--- config.mk ---
export PLATFORM = sky130hd
export DESIGN_NAME = gray_sync_decode_flat
export DESIGN_NICKNAME = d
export VERILOG_FILES = /design/src/rtl/gray_pkg.sv /design/src/rtl/gray_sync_decode_if.sv /design/src/rtl/gray_sync_chain.sv /design/src/rtl/gray_sync_decode.sv /design/src/flat_wrapper.sv
export SDC_FILE = /design/constraint.sdc
export NUM_CORES = 1
export LEC_CHECK = 0
export CAP_MARGIN = 40
export CORE_MARGIN = 10
export CORE_UTILIZATION = 50
export CTS_BUF_LIST = sky130_fd_sc_hd__clkbuf_4 sky130_fd_sc_hd__clkbuf_8 sky130_fd_sc_hd__clkbuf_16
export DETAILED_ROUTE_END_ITERATION = 8
export PLACE_DENSITY = 0.75
export SLEW_MARGIN = 30
export SYNTH_ARGS = -nofsm -noshare
export SYNTH_HDL_FRONTEND = slang
export SYNTH_SLANG_ARGS = --single-unit
--- constraint.sdc ---
create_clock -name clk -period 4.2 [get_ports clk]
set_clock_uncertainty 0.1 [all_clocks]
set_input_delay 0.63 -clock clk [delete_from_list [all_inputs] [get_ports clk]]
set_output_delay 0.63 -clock clk [all_outputs]
set_load 0.1 [all_outputs]
--- src/rtl/gray_pkg.sv ---
// Shared gray-code helpers and default sizing for the gray_count / gray_sync_decode family.
// The helpers work on a fixed 32-bit word. Narrower codes are zero-extended on the way in
// and truncated on the way out; zero high bits do not change the low bits of either
// transform, so the result is correct for any N <= 32.
package gray_pkg;

  localparam int unsigned GRAY_DEFAULT_N    = 8;
  localparam int unsigned GRAY_SYNC_DEFAULT = 2;

  localparam int unsigned GrayMaxW = 32;
  typedef logic [GrayMaxW-1:0] gray_word_t;

  // bin[i] is the XOR of all gray bits at or above i.
  function automatic gray_word_t gray2bin(input gray_word_t g);
    gray_word_t b;
    b[GrayMaxW-1] = g[GrayMaxW-1];
    for (int i = GrayMaxW - 2; i >= 0; i--) begin
      b[i] = b[i+1] ^ g[i];
    end
    return b;
  endfunction

  function automatic gray_word_t bin2gray(input gray_word_t b);
    return b ^ (b >> 1);
  endfunction

  function automatic int unsigned popcount(input gray_word_t w);
    int unsigned cnt;
    cnt = 0;
    for (int i = 0; i < int'(GrayMaxW); i++) begin
      cnt += {31'b0, w[i]};
    end
    return cnt;
  endfunction

endpackage

--- src/rtl/gray_sync_decode_if.sv ---
// Bus bundle for gray_sync_decode: control inputs, the gray code and the decoded results.
// The err_cnt signal exists only when GRAY_SYNC_ERR_CNT_EN is defined.
interface gray_sync_decode_if
  import gray_pkg::*;
#(
  parameter int unsigned N = GRAY_DEFAULT_N
);

  logic         enable;
  logic [N-1:0] gray_in;
  logic         err_clr;
  logic [N-1:0] gray_sync;
  logic [N-1:0] bin_count;
  logic         step;
  logic         wrap;
  logic         err;
`ifdef GRAY_SYNC_ERR_CNT_EN
  logic [7:0]   err_cnt;
`endif

  // Side that drives the gray code and control (producer / test environment).
  modport master (
    output enable, gray_in, err_clr,
    input  gray_sync, bin_count, step, wrap, err
`ifdef GRAY_SYNC_ERR_CNT_EN
    , input err_cnt
`endif
  );

  // Decoder side.
  modport slave (
    input  enable, gray_in, err_clr,
    output gray_sync, bin_count, step, wrap, err
`ifdef GRAY_SYNC_ERR_CNT_EN
    , output err_cnt
`endif
  );

endinterface

--- src/rtl/gray_sync_chain.sv ---
// Plain multi-flop synchroniser for an N-bit gray code. Kept in its own module so the
// crossing flops can be constrained and identified separately. Every bit is synchronised
// independently; gray coding guarantees at most one bit is in flight per change.
module gray_sync_chain #(
  parameter int unsigned N           = 8,
  parameter int unsigned SYNC_STAGES = 2
) (
  input  logic         clk_i,
  input  logic         reset_i,
  input  logic [N-1:0] d_i,
  output logic [N-1:0] q_o
);

  logic [SYNC_STAGES-1:0][N-1:0] stage_q;

  // Shift the input through the chain every cycle; stage 0 is the first capture flop.
  always_ff @(posedge clk_i or posedge reset_i) begin
    if (reset_i) begin
      stage_q <= '0;
    end else begin
      stage_q <= {stage_q[SYNC_STAGES-2:0], d_i};
    end
  end

  assign q_o = stage_q[SYNC_STAGES-1];

endmodule

--- src/rtl/gray_sync_decode.sv ---
// Consumer stage for a gray_count pointer: synchronises the gray code into this clock domain,
// converts it to registered binary and classifies each change as a legal +1 step, a wrap,
// or an error (multi-bit change or backward move). err is sticky until err_clr.
// Optional feature: define GRAY_SYNC_ERR_CNT_EN to add err_cnt, a saturating 8-bit count of
// illegal transitions. N must be in 2..32.
module gray_sync_decode
  import gray_pkg::*;
#(
  parameter int unsigned N           = GRAY_DEFAULT_N,
  parameter int unsigned SYNC_STAGES = GRAY_SYNC_DEFAULT
) (
  input logic                 clk,
  input logic                 reset,
  gray_sync_decode_if.slave   bus
);

  logic [N-1:0] gray_sync;
  logic [N-1:0] gray_prev_q;
  logic [N-1:0] bin_count_q;
  logic [N-1:0] bin_next;
  logic         step_q, step_d;
  logic         wrap_q, wrap_d;
  logic         err_q, err_d;
  logic         err_set;
  int unsigned  diff_bits;

  gray_sync_chain #(
    .N           (N),
    .SYNC_STAGES (SYNC_STAGES)
  ) u_sync (
    .clk_i   (clk),
    .reset_i (reset),
    .d_i     (bus.gray_in),
    .q_o     (gray_sync)
  );

  // Decode the synchronised code and classify the change against the previous sample.
  always_comb begin
    bin_next  = N'(gray2bin(gray_word_t'(gray_sync)));
    diff_bits = popcount(gray_word_t'(gray_sync ^ gray_prev_q));
    step_d    = 1'b0;
    wrap_d    = 1'b0;
    err_set   = 1'b0;
    if (bus.enable && (diff_bits != 0)) begin
      // A +1 binary advance always flips exactly one gray bit, so this covers d == 1 only.
      if ((diff_bits == 1) && (bin_next == bin_count_q + N'(1))) begin
        step_d = 1'b1;
        wrap_d = (bin_count_q == '1);
      end else begin
        err_set = 1'b1;
      end
    end
    // A new error outranks a same-cycle clear.
    err_d = err_set | (err_q & ~bus.err_clr);
  end

  // Decode register and result flags; bin_count tracks gray_sync even while disabled.
  always_ff @(posedge clk or posedge reset) begin
    if (reset) begin
      gray_prev_q <= '0;
      bin_count_q <= '0;
      step_q      <= 1'b0;
      wrap_q      <= 1'b0;
      err_q       <= 1'b0;
    end else begin
      gray_prev_q <= gray_sync;
      bin_count_q <= bin_next;
      step_q      <= step_d;
      wrap_q      <= wrap_d;
      err_q       <= err_d;
    end
  end

  assign bus.gray_sync = gray_sync;
  assign bus.bin_count = bin_count_q;
  assign bus.step      = step_q;
  assign bus.wrap      = wrap_q;
  assign bus.err       = err_q;

`ifdef GRAY_SYNC_ERR_CNT_EN
  logic [7:0] err_cnt_q, err_cnt_d;

  // Saturating error count; a clear coinciding with a new error leaves a count of one.
  always_comb begin
    err_cnt_d = err_cnt_q;
    if (bus.err_clr) begin
      err_cnt_d = {7'b0, err_set};
    end else if (err_set && (err_cnt_q != 8'hFF)) begin
      err_cnt_d = err_cnt_q + 8'd1;
    end
  end

  // Error count register.
  always_ff @(posedge clk or posedge reset) begin
    if (reset) begin
      err_cnt_q <= 8'd0;
    end else begin
      err_cnt_q <= err_cnt_d;
    end
  end

  assign bus.err_cnt = err_cnt_q;
`endif

endmodule

--- src/flat_wrapper.sv ---
// flat-port wrapper written by rule: the top's interface ports become plain ports
module gray_sync_decode_flat import gray_pkg::*;
#(
  parameter int unsigned N           = GRAY_DEFAULT_N,
  parameter int unsigned SYNC_STAGES = GRAY_SYNC_DEFAULT
)
  (clk, reset, bus_enable, bus_gray_in, bus_err_clr, bus_gray_sync, bus_bin_count, bus_step, bus_wrap, bus_err);
  gray_sync_decode_if #(.N(N)) bus_i ();
  input logic clk;
  input logic reset;
  input wire logic [$bits(bus_i.enable)-1:0] bus_enable;
  input wire logic [$bits(bus_i.gray_in)-1:0] bus_gray_in;
  input wire logic [$bits(bus_i.err_clr)-1:0] bus_err_clr;
  output wire logic [$bits(bus_i.gray_sync)-1:0] bus_gray_sync;
  output wire logic [$bits(bus_i.bin_count)-1:0] bus_bin_count;
  output wire logic [$bits(bus_i.step)-1:0] bus_step;
  output wire logic [$bits(bus_i.wrap)-1:0] bus_wrap;
  output wire logic [$bits(bus_i.err)-1:0] bus_err;
  assign bus_i.enable = bus_enable;
  assign bus_i.gray_in = bus_gray_in;
  assign bus_i.err_clr = bus_err_clr;
  assign bus_gray_sync = bus_i.gray_sync;
  assign bus_bin_count = bus_i.bin_count;
  assign bus_step = bus_i.step;
  assign bus_wrap = bus_i.wrap;
  assign bus_err = bus_i.err;
  gray_sync_decode #(.N(N), .SYNC_STAGES(SYNC_STAGES)) u_core (.clk(clk), .reset(reset), .bus(bus_i));
endmodule
# Word-level counts from Yosys, hierarchy flattened
# Cells that the tools add are included.
# word_totals
in_bits,12
output_inout_bits,19
reg_bits,35
elab_cells,62
# op_classes
bitwise_logic,11
n_eq_ne,3
addsub,32
n_reduce_logical,3
n_mux,6
# op_table
operator,count
adder 32 x 1 -> 32 bit (second input constant),24
adder 32 x 1 -> 32 bit,6
== test 32 x 1 -> 1 bit (second input constant),1
nonzero test 32 bit,1
adder 8 x 1 -> 8 bit (second input constant),1
== test 8 bit,1
== test 8 bit (second input constant),1
bitwise XOR 8 bit,1
bitwise XOR 1 bit,7
2-to-1 mux 1 bit,6
adder 1 x 1 -> 2 bit,1
logical AND 1 bit,2
AND 1 bit,1
inverter 1 bit,1
bitwise OR 1 bit,1

# Logic depth before layout (Yosys ltp)
# depth
word_depth,37
depth_mapped,15
depth_no_buf,15

# Hierarchy
# From an unflattened synthesis, not the netlist that was laid out.
# hier_totals
hier_cells,121
hier_area_um2,1594.0
# by_module_without_submodules
module,n_inst,seq_area_each_um2,area_per_inst_um2,cells_per_inst
gray_sync_decode,1,450.4,1129.8,96
gray_sync_chain,1,400.4,464.2,25

# Worst setup path before layout
# Ideal clock, no wire load.
# synth_timing
path_type,register -> register
start,"reg u_core.u_sync.stage_q, in the netlist u_core.u_sync.q_o[1]"
end,reg u_core.wrap_q (netlist: u_core.bus.wrap)
stages_incl_launch_ff,16
arrival_time_ns,3.583
path_buffers,0
setup_slack_ns,0.446
synth_period_minus_slack_ns,3.754
required_time_ns,4.029
setup_ns,0.071
path_cell_list,dfrtp_1 -> xor2_1 -> ha_1 -> inv_1 -> fa_1 -> fa_1 -> inv_1 -> fa_1 -> inv_1 -> fa_1 -> a211oi_1 -> mux2i_1 -> nor2_1 -> o2111ai_1 -> nor4_2 -> and4_1
# synth_via
elab_chain_cells,36
elab_cells_between_ends,41
cone_classes,31 x add/sub; 2 x eq/ne; 2 x mux; 3 x bitwise; 3 x reduce/logical
# synth_lines
element,line_no,text
"start, declared",gray_sync_chain.sv:14,logic [SYNC_STAGES-1:0][N-1:0] stage_q;
"start signal, assigned",gray_sync_chain.sv:21,"stage_q <= {stage_q[SYNC_STAGES-2:0], d_i};"
bitwise XOR 8 bit,gray_sync_decode.sv:40,diff_bits = popcount(gray_word_t'(gray_sync ^ gray_prev_q));
adder 1 x 1 -> 2 bit,gray_pkg.sv:31,"cnt += {31'b0, w[i]};"
adder 32 x 1 -> 32 bit (30 in series),gray_pkg.sv:31,
== test 32 x 1 -> 1 bit,gray_sync_decode.sv:46,if ((diff_bits == 1) && (bin_next == bin_count_q + N'(1))) begin
logical AND 1 bit,gray_sync_decode.sv:46,
2-to-1 mux 1 bit,gray_sync_decode.sv:46,
2-to-1 mux 1 bit (*),gray_sync_decode.sv:44,if (bus.enable && (diff_bits != 0)) begin
named net u_core.wrap_d,gray_sync_decode.sv:22,"logic wrap_q, wrap_d;"
"end signal, assigned",gray_sync_decode.sv:69,wrap_q <= wrap_d;
"end, declared",gray_sync_decode.sv:22,
# Mark *: on every way through the listed nets, which the timed path passes. The rest lies on a longest branch.

# Worst setup path in the final report
# layout_timing
start,"reg u_core.u_sync.stage_q, in the netlist u_core.u_sync.q_o[0]"
end,reg u_core.wrap_q (netlist: u_core.bus.wrap)
# The elaborated chain is that of the path after synthesis.

==> out/qor.tcl <==
set qor(postLayoutSetupSlackWorst_ps) 253
set qor(synth_simple_gate_area_frac) 0.0893
set qor(total_switching_power_mw) 0.484
set qor(max_cap_violations) 0
set qor(dpl_worst_slack_ps) 185
set qor(layout-area-overhead-vs-synth_pct) 42.1
set qor(final.period_utilization) 0.940
set qor(mean_instance_size_in_the_synthesized_netlist_um2) 13.0
set qor(power.combinational.fraction) 0.490
set qor(grt_max_degree) 35
set qor(grt_pass1_wl_um) 4980
set qor(drv_slew) 0
set qor(gr-total-overflow) 0
set qor(worst_ep_arrival_time_ps) 4110
set qor(worst-path-max-fanout) 5
set qor(max_slew_margin) 0.720
set qor(commonest_cells_after_routing_fill_and_taps_aside) {sky130_fd_sc_hd__dfrtp_1, sky130_fd_sc_hd__clkdlybuf4s50_1, sky130_fd_sc_hd__buf_8}
set qor(netlist.area_leader.share) 0.542
set qor(postRouteWirelength_um) 2830
set qor(power.ir.vdd_worst_v) 0.000272
set qor(gr-usage-all-layers) 0.104
set qor(floorplan_row_count) 20
set qor(setup_total_negative_slack_ps) 0
set qor(ctsHoldBuffers) 0
set qor(grt_setup_unrepaired) {no}
set qor(design.final.nets) 191
set qor(seq_area_frac_synth) 0.542
set qor(drive_above_1_share) 0.215
set qor(syn_area_um2) 1570
set qor(cts.htree.levels) 2
set qor(synth_compound_gate_area_share) 0.0407
set qor(fin_crit_ps) 3950
set qor(drt-vias-per-instance) 4.65
set qor(multi_input_comb_area_um2) 609
set qor(finish.utilization) 0.736
set qor(startpoint_type) {register}
set qor(synth.distinct_cells) 29
set qor(post_synth_xor_area_fraction) 0.169
set qor(cts-root-to-sink-buffers) 2
set qor(seq_area_um2) 852
set qor(clock_latency_ps) 330
set qor(ant_nets) 0
set qor(setup_viol) 0
set qor(route.detailed.drc) 0
set qor(cts_made_buffers) 5
set qor(critical_path_required_ps) 4360
set qor(fillCellCount) 211
set qor(final_hpwl_from_detailed_placement_um) 2200
set qor(yosys_warnings) 0
set qor(timing.final.hold_violations) 0
set qor(synth_largest_area_cell) {sky130_fd_sc_hd__dfrtp_1}
set qor(hold_path_class) {register to register}
set qor(fmaxAchievable_mhz) 253
set qor(netlist_top_cells_area) {sky130_fd_sc_hd__dfrtp_1, sky130_fd_sc_hd__xnor2_1, sky130_fd_sc_hd__fa_1, sky130_fd_sc_hd__xor2_1, sky130_fd_sc_hd__buf_4}
set qor(port-buffer-count) 30
set qor(gp_routability_congestion) 0.825
set qor(floorplan.initialDensity) 0.518
set qor(die-width_um) 76.0
set qor(design_power_total_mw) 1.14
set qor(tritoncts_clock_tree) {yes}
set qor(synthAdderAreaFrac) 0.0829
set qor(outcome) {complete, no violations}
set qor(clk_transition_reported_paths_ps) 100
set qor(p_sw_frac) 0.423
set qor(dominant_combinational_cell_family_by_area_after_synthesis) {XOR/XNOR gates}
set qor(power_density_nw_per_um2) 512
set qor(dieArea_um2) 5780
set qor(critPathCaptureType) {register}
set qor(post_synth_mux_area_share) 0.00638
set qor(antenna_violations_before_repair) 0
set qor(worst_max_slew_pin_slew_ps) 420
set qor(first_pass_iters) 4
set qor(cts.sink_count) 34
set qor(gate_count_post_synth) 121
set qor(ys_ff_latch) 34
set qor(core_area_um2) 3030
set qor(clock_share_of_power) 0.164
set qor(syn_nets) 141
set qor(die_height_um) 76.0
set qor(start_to_end_type_of_the_worst_setup_path) {register to register}
set qor(routed_wire_length_per_instance_um) 13.1
set qor(clk_root_buffer_cell) {sky130_fd_sc_hd__clkbuf_4}
set qor(pin_count) 31
set qor(antennaDiodeCount) 0
set qor(power_report.internal_total_mw) 0.658
set qor(drt-initial-drc-count) 42
set qor(static-leakage-power_nw) 0.994
set qor(final_common_cell) {sky130_fd_sc_hd__dfrtp_1}
set qor(vias) 1004
set qor(number_of_global_route_vias_before_repair) 1039
set qor(power.sequential.fraction) 0.346
-- synthesized netlist by cell type, drive strengths merged --
cell / instances
a21boi: 1
and3: 2
nand3b: 2
ha: 4
and4: 1
a211o: 1
nor4: 1
o31ai: 1
nor2: 4
or3: 2
xnor2: 14
nand4: 1
fa: 4
nor3: 3
nand3: 6
mux2i: 1
o22ai: 1
xor2: 9
inv: 11
o311a: 1
dfrtp: 34
buf: 9
nand2: 3
o2111ai: 1
xnor3: 1
a211oi: 2
xor3: 1
-- cell type report --
class,count,area share
inverter,11,0.0185
clock buffer,6,0.0230
multi-input combinational,67,0.273
timing repair buffer,52,0.273
clock inverter,2,0.00561
sequential,34,0.382
tap,44,0.0247
-- layer usage --
layer	share of wire	track usage	vias to the layer above	routed length [µm]
met1	0.45	0.124	476	1260
met4	0.011	0.0322	0	31
met3	0.064	0.0519	5	182
li1	-	-	495	-
met5	0	0	-	0
met2	0.48	0.159	28	1350
-- timing repair --
item,4_1_cts,5_1_grt
endpoints found under the setup margin,0,1
resized for setup,0,1
buffers inserted,0,1
-- critical path: stages, from the launching register on --
cell and delay, ps:
sky130_fd_sc_hd__dfrtp_2 460, sky130_fd_sc_hd__xor2_1 170, sky130_fd_sc_hd__ha_1 280, sky130_fd_sc_hd__inv_1 60, sky130_fd_sc_hd__fa_1 510, sky130_fd_sc_hd__fa_1 480, sky130_fd_sc_hd__inv_1 90, sky130_fd_sc_hd__fa_1 190
sky130_fd_sc_hd__inv_1 50, sky130_fd_sc_hd__fa_1 380, sky130_fd_sc_hd__a211oi_1 240, sky130_fd_sc_hd__mux2i_1 130, sky130_fd_sc_hd__nor2_1 100, sky130_fd_sc_hd__o2111ai_1 150, sky130_fd_sc_hd__nor4_2 270, sky130_fd_sc_hd__and4_1 230
-- power groups by stage --
| stage | Combinational [mW] | Sequential (mW) | Clock, mW |
|---|---|---|---|
| CTS | 0.562 | 0.395 | 0.194 |
| floorplan | 0.229 | 0.547 | 0 |
| global placement | 0.465 | 0.399 | 0 |
| global route | 0.600 | 0.401 | 0.210 |
| detailed placement | 0.561 | 0.401 | 0 |
| finish | 0.560 | 0.395 | 0.187 |
-- sequential cells by signal, summed over array words and instances (netlist names) --
name	flops
u_core.bus.wrap	1
u_core.bus.bin_count	8
u_core.bus.err	1
u_core.u_sync.q_o	8
u_core.gray_prev_q	7
u_core.bus.step	1
u_core.u_sync.stage_q	8
-- logic make-up (layout without fill, tap and decap cells) --
family          Yosys count  count (layout)
fa+ha+maj                 8               8
flops                    34              34
mux                       1               1
xor+xnor                 25              25
simple gates             25              25
buf+inv                  20              71
compound gates            8               8
-- metrics by stage --
stage | hold WS (ps) | cells | area [µm²]
floorplan | 231 | 121 | 1570
global placement | 232 | 188 | 1870
detailed placement | 235 | 207 | 2160
CTS | 259 | 215 | 2220
global route | 264 | 216 | 2230
finish | 258 | 216 | 2230
-- path summary, 6_finish.rpt --
path | start | to | slack (ps) | depth (start not counted)
max reg2reg | u_core.u_sync.q_o[0]$_DFF_PP0_ | u_core.bus.wrap$_DFF_PP0_ | 250 | 15
max | u_core.u_sync.q_o[0]$_DFF_PP0_ | u_core.bus.wrap$_DFF_PP0_ | 250 | 15
min | u_core.u_sync.stage_q[6]$_DFF_PP0_ | u_core.u_sync.q_o[6]$_DFF_PP0_ | 260 | 0
min in group asynchronous | reset | u_core.bus.bin_count[1]$_DFF_PP0_ | 580 | 3
min reg2reg | u_core.u_sync.stage_q[6]$_DFF_PP0_ | u_core.u_sync.q_o[6]$_DFF_PP0_ | 260 | 0
max in group asynchronous | reset | u_core.u_sync.q_o[0]$_DFF_PP0_ | 3100 | 3
(Power assumes the default switching activity.)
